File: src/rtl/instruction_fetch.sv
// Fetch stage: one outstanding instruction-memory read, a small circular queue
// toward decode, PC stall generation and jump-driven flush of stale fetches.
module instruction_fetch #(
    parameter int ADDR_WIDTH  = 16,
    parameter int INSTR_WIDTH = 16,
    parameter int DEPTH       = 2
) (
    input  logic                   clock,
    input  logic                   reset,
    input  logic [ADDR_WIDTH-1:0]  pc,
    input  logic                   jump_en,
    output logic                   pc_stall,
    output logic                   mem_req,
    output logic [ADDR_WIDTH-1:0]  mem_addr,
    input  logic                   mem_rvalid,
    input  logic [INSTR_WIDTH-1:0] mem_rdata,
    output logic                   instr_valid,
    output logic [INSTR_WIDTH-1:0] instr,
    output logic [ADDR_WIDTH-1:0]  instr_pc,
    input  logic                   decode_ready
);
    localparam int PTR_W = (DEPTH > 1) ? $clog2(DEPTH) : 1;
    localparam int CNT_W = PTR_W + 1;

    typedef enum logic [1:0] {
        IDLE    = 2'd0,
        WAIT    = 2'd1,
        DISCARD = 2'd2
    } state_t;

    state_t                 r_state;
    logic [PTR_W-1:0]       r_rd_ptr;
    logic [PTR_W-1:0]       r_wr_ptr;
    logic [CNT_W-1:0]       r_count;
    logic [ADDR_WIDTH-1:0]  r_req_pc;
    logic [ADDR_WIDTH-1:0]  r_q_pc    [DEPTH];
    logic [INSTR_WIDTH-1:0] r_q_instr [DEPTH];

    logic                   w_pop;
    logic                   w_push;
    logic                   w_issue;
    logic [CNT_W-1:0]       w_count_after;

    // Issue looks at the occupancy after this cycle's push/pop so a pop from a
    // full queue lets the next request go out in the same cycle.
    always_comb begin
        w_pop         = (r_count != '0) & decode_ready & ~jump_en;
        w_push        = mem_rvalid & (r_state == WAIT) & ~jump_en;
        w_count_after = r_count + CNT_W'(w_push) - CNT_W'(w_pop);
        w_issue       = reset & ~jump_en
                      & ((r_state == IDLE) | ((r_state == WAIT) & mem_rvalid))
                      & (w_count_after < CNT_W'(DEPTH));
    end

    assign mem_req     = w_issue;
    assign mem_addr    = pc;
    assign pc_stall    = ~w_issue;
    assign instr_valid = (r_count != '0);
    assign instr       = r_q_instr[r_rd_ptr];
    assign instr_pc    = r_q_pc[r_rd_ptr];

    always_ff @(posedge clock or negedge reset) begin
        if (!reset) begin
            r_state  <= IDLE;
            r_rd_ptr <= '0;
            r_wr_ptr <= '0;
            r_count  <= '0;
            r_req_pc <= '0;
            for (int unsigned i = 0; i < DEPTH; i++) begin
                r_q_pc[PTR_W'(i)]    <= '0;
                r_q_instr[PTR_W'(i)] <= '0;
            end
        end else begin
            if (w_issue)
                r_req_pc <= pc;

            if (jump_en) begin
                r_rd_ptr <= '0;
                r_wr_ptr <= '0;
                r_count  <= '0;
            end else begin
                if (w_push) begin
                    r_q_pc[r_wr_ptr]    <= r_req_pc;
                    r_q_instr[r_wr_ptr] <= mem_rdata;
                    r_wr_ptr            <= r_wr_ptr + PTR_W'(1);
                end
                if (w_pop)
                    r_rd_ptr <= r_rd_ptr + PTR_W'(1);
                r_count <= w_count_after;
            end

            case (r_state)
                IDLE: begin
                    if (w_issue)
                        r_state <= WAIT;
                end
                WAIT: begin
                    if (jump_en)
                        r_state <= mem_rvalid ? IDLE : DISCARD;
                    else if (mem_rvalid)
                        r_state <= w_issue ? WAIT : IDLE;
                end
                DISCARD: begin
                    if (mem_rvalid)
                        r_state <= IDLE;
                end
                default: r_state <= IDLE;
            endcase
        end
    end
endmodule

File: config.mk
export PLATFORM = sky130hd
export DESIGN_NAME = instruction_fetch
export DESIGN_NICKNAME = d
export VERILOG_FILES = /design/src/rtl/instruction_fetch.sv
export SDC_FILE = /design/constraint.sdc
export NUM_CORES = 1
export LEC_CHECK = 0
export ABC_AREA = 1
export CAP_MARGIN = 20
export CORE_UTILIZATION = 55
export DETAILED_ROUTE_END_ITERATION = 8
export PLACE_DENSITY_LB_ADDON = 0.2
export SKIP_CTS_REPAIR_TIMING = 1
export SLEW_MARGIN = 20
export SYNTH_ARGS = -nofsm -noshare
export SYNTH_HDL_FRONTEND = slang
export SYNTH_SLANG_ARGS = --single-unit
export TNS_END_PERCENT = 30
File: constraint.sdc
create_clock -name clock -period 7.2 [get_ports clock]
set_input_delay 1.44 -clock clock [delete_from_list [all_inputs] [get_ports clock]]
set_output_delay 1.44 -clock clock [all_outputs]
set_load 0.02 [all_outputs]
# Word-level counts from Yosys, hierarchy flattened
# Cells that the tools add are included.
classes:
  order_cmp: 4
  n_addsub: 4
  reduce_logical: 7
  n_mux: 22
  eq_ne: 5
  bitwise_logic: 12
ops:
  columns: ["op", "count"]
  rows:
  - ["$mux W16", 7]
  - ["$bwmux W32", 2]
  - ["$demux W16 S1", 1]
  - ["$mux W2", 6]
  - ["$and A1 B1 Y1", 7]
  - ["$pmux W2 S3", 1]
  - ["$reduce_bool A2 Y1", 3]
  - ["$mux W1", 5]
  - ["$ge A2 B2 Y1 const B", 2]
  - ["$ne A2 B2 Y1 const B", 2]
  - ["$not A1 Y2", 2]
  - ["$ne A3 B3 Y1 const B", 1]
  - ["$reduce_and A3 Y1", 1]
  - ["$add A1 B1 Y1 const B", 2]
  - ["$add A2 B1 Y2", 1]
  - ["$eq A2 B1 Y1 const B", 1]
  - ["$eq A2 B2 Y1 const B", 1]
  - ["$logic_not A2 Y1", 1]
  - ["$lt A2 B1 Y1 const B", 1]
  - ["$lt A2 B2 Y1 const B", 1]
  - ["$not A1 Y1", 2]
  - ["$reduce_and A2 Y1", 1]
  - ["$sub A2 B1 Y2", 1]
  - ["$logic_and A1 B1 Y1", 1]
  - ["$or A1 B1 Y1", 1]
word_totals:
  word_cells: 63
  reg_bits: 86
  output_inout_bits: 51
  input_bits: 37

# Longest topological paths before layout
logic_depth:
  depth_word: 11
  mapped_depth: 16

# Worst setup path before layout
# OpenSTA, ideal clock, no wires.
synth_timing:
  kind: "input to output"
  startpoint: "input jump_en"
  endpoint: "output mem_req"
  arrival_time_ns: 2.974
  path_buffers: 1
  t_required_ns: 5.760
  stages: 13
  setup_slack_ns: 2.786
  cell_sequence: "inv_1 > nand3_4 > ha_1 > inv_1 > ha_1 > inv_1 > nand2_1 > nand2_1 > nand2_1 > nand2_1 > nand2_4 > buf_6 > inv_1"
synth_between:
  elab_chain_len: 6
  word_cells_on_any_way: 9
synth_rtl:
  columns: ["element", "line", "source"]
  rows:
  - ["from (decl)", "11", "input logic jump_en,"]
  - ["$not A1 Y1 (no line) *", null, null]
  - ["$and A1 B1 Y1", "48", "w_push = mem_rvalid & (r_state == WAIT) & ~jump_en;"]
  - ["$add A2 B1 Y2", "49", "w_count_after = r_count + CNT_W'(w_push) - CNT_W'(w_pop);"]
  - ["$sub A2 B1 Y2", "49", null]
  - ["$lt A2 B2 Y1", "52", "& (w_count_after < CNT_W'(DEPTH));"]
  - ["$and A1 B1 Y1 *", "52", null]
  - ["to (decl)", "13", "output logic mem_req,"]
# Mark *: on every way between the ends. The rest lies on a longest branch, timed or not.

# Worst setup path after layout
# Ends and elaborated chain as after synthesis.

==> out/results.ini <==
[run_status]
status=completed

[synthesis]
syn_area_per_cell_sq_um=8.80
yosysWarningCount=0
synth_cell_type_count=24
synthCells=471
ys_seq_area_share_pct=51.9
synth_seq_cells=86
netlist_area_sq_um=4150
synth_nets=510

[final_layout]
antennaDiodeCount=0
drive_gt1_share_pct=12.4
nNetsFinal=573
fillers=591
stdcell_count=638
syn_to_final_growth_pct=21.0
final_util_pct=69.2

[timing]
fin_skew_ps=11.6
min_period_ps=5910
slew_viol_final=0
tightest_slew_ps=1020
finalSetupTns_ps=0
rsz0062_at_grt=false
fmax_ghz=0.169
slew_headroom_pct=31.7
finalCritPeriodShare_pct=82.0
setup_violations=0
final-hold-violation-count=0

[global_route]
grt_pass1_wl_microns=12900
grt_max_degree=66
track_usage_pct=21.6
grt_pass1_vias=2843
grt-ovfl-total=0
antenna_found_initial=0

[clock_network]
cts_sinks=86
clk_pin_slew_worst_paths_ps=80
cts_max_level=3
clock_latency_ps=340
tritoncts=done
numCtsBuffers=9
clock_path_buffers=2
root_buffer=clkbuf_8

[floorplan]
die_w_microns=88.8
start_util_pct=57.2
num_rows=31
die_area_sq_um=7890
fp.dieH_microns=88.8
ios=88
placeableCoreArea_sq_um=7250

[detailed_routing]
drtIter0Drc=169
wl_microns=7840
vias=3099
route.detailed.drc=0
ant_nets=0
viasPerCell=4.86
dr.pass1.iters=4
wl_per_cell_microns=12.3

[critical_path]
crit_buf_inv=6
cp_top_family=buffers and inverters
rrSetupSlack_ps=4670
criticalPathCategory=in -> out
critPathSlowestCell=clkdlybuf4s50_1
slowest_delay_ps=600
cp.arrival_ps=4470
cp_cell_sequence=clkdlybuf4s50_1 > inv_1 > nand3_4 > ha_1 > inv_1 > ha_1 > inv_1 > nand2_1 > nand2_1 > nand2_1 > nand2_1 > nand2_4 > inv_1 > clkdlybuf4s50_1
worst_setup_path_end_kind=primary output
cp_max_fo=19
start_kind=input port
cp.required_ps=5760

[power]
p_leak_nw=2.48
totalPowerFinal_mw=1.57
vdd_drop_max_uv=159
power.density_nw_per_um2=314

[placed_design]
io_buffers=87
dp_cells=622
place.gp.congestion=0.802
post-dp-hpwl_microns=5090

[worst_hold_path]
hp-class=reg -> reg

[flow_run]
max_cap_viol_count=0

[area by class of cell]
cell class | count | area [sq um] | area share [%]
Sequential cell | 86 | 2150 | 42.9
Inverter | 75 | 282 | 5.61
Tap cell | 99 | 124 | 2.47
Clock inverter | 4 | 22.5 | 0.449
Multi-Input combinational cell | 272 | 1400 | 27.9
Clock buffer | 12 | 145 | 2.89
Timing Repair Buffer | 90 | 891 | 17.8
[power breakdown]
part           internal [mW]  leakage, nW  total, mW  switching, mW
registers              0.626         1.01      0.693         0.0669
clock network          0.133       0.0861      0.294          0.161
logic                  0.274         1.38      0.587          0.314
total                   1.03         2.48       1.57          0.542
[state kept, by name (all words and copies together), names as in the netlist]
signal and flops:
r_state 2, r_wr_ptr 1, r_q_pc 32, r_count 2
r_q_instr 32, r_rd_ptr 1, r_req_pc 16
[stage by stage]
| stage | cell area (sq um) | hold WS, ps | worst slack (ps) |
|---|---|---|---|
| 6_report | 5020 | 488 | 1290 |
| 3_5_place_dp | 4850 | 470 | 1270 |
| 4_1_cts | 5020 | 489 | 1270 |
| 2_1_floorplan | 4150 | 453 | 2790 |
| 3_3_place_gp | 4850 | 465 | 1370 |
| 5_1_grt | 5020 | 517 | 1060 |
[worst paths after layout]
path,startpoint,endpoint,cells past startpoint
setup reg to reg,r_state[0]$_DFFE_PN0P_,r_req_pc[8]$_DFFE_PN0P_,14
hold reg to reg,r_q_instr[23]$_DFFE_PN0P_,r_q_instr[23]$_DFFE_PN0P_,2
min in group asynchronous,reset,r_q_instr[14]$_DFFE_PN0P_,1
hold / removal,r_q_instr[23]$_DFFE_PN0P_,r_q_instr[23]$_DFFE_PN0P_,2
max in group asynchronous,reset,r_req_pc[13]$_DFFE_PN0P_,2
setup / recovery,jump_en,mem_req,14
[cells in the mapped netlist (all sizes together)]
cell	n	share of area, %
nand2	142	13
o21ai	96	15
dfrtp	86	52
inv	74	6.7
buf	31	6.8
nand3	20	2.7
clkbuf	7	0.63
nor2	7	1.2
a21oi	4	0.75
ha	2	0.60
clkinv	1	0.090
nand4	1	0.15
[layout by cell type, fill, tap and decap left out, drive strengths merged]
cell type | synthesis | final
clkinvlp | 0 | 1
nand4 | 1 | 1
inv | 74 | 74
a21oi | 4 | 4
nor2 | 7 | 7
ha | 2 | 2
nand3 | 20 | 20
o21ai | 96 | 96
dfrtp | 86 | 86
clkdlybuf4s50 | 0 | 86
buf | 31 | 4
nand2 | 142 | 142
clkbuf | 7 | 12
clkinv | 1 | 4
[per-layer routing]
layer / vias to the layer above / wire length [microns] / global-route usage (%)
met5: - / 0 / 0
met4: 0 / 119 / 8.36
met3: 11 / 386 / 3.82
met2: 78 / 3700 / 35.4
met1: 1440 / 3640 / 28.8
li1: 1570 / - / -
[logic make-up after synthesis]
logic type	Yosys count	synth area share, %
adders and majority gates	2	0.603
and+or+nand+nor	170	17.2
buffers and inverters	113	14.3
DFF	86	51.9
AOI/OAI and AO/OA	100	16.1
[worst reg2reg max path: cells and delay by family, from the launching register on]
family / cells / cell delay, ps
DFF: 1 / 420
adders and majority gates: 2 / 480
and+or+nand+nor: 9 / 1340
buffers and inverters: 3 / 170
Note: power is estimated with default switching activity, not from simulation.
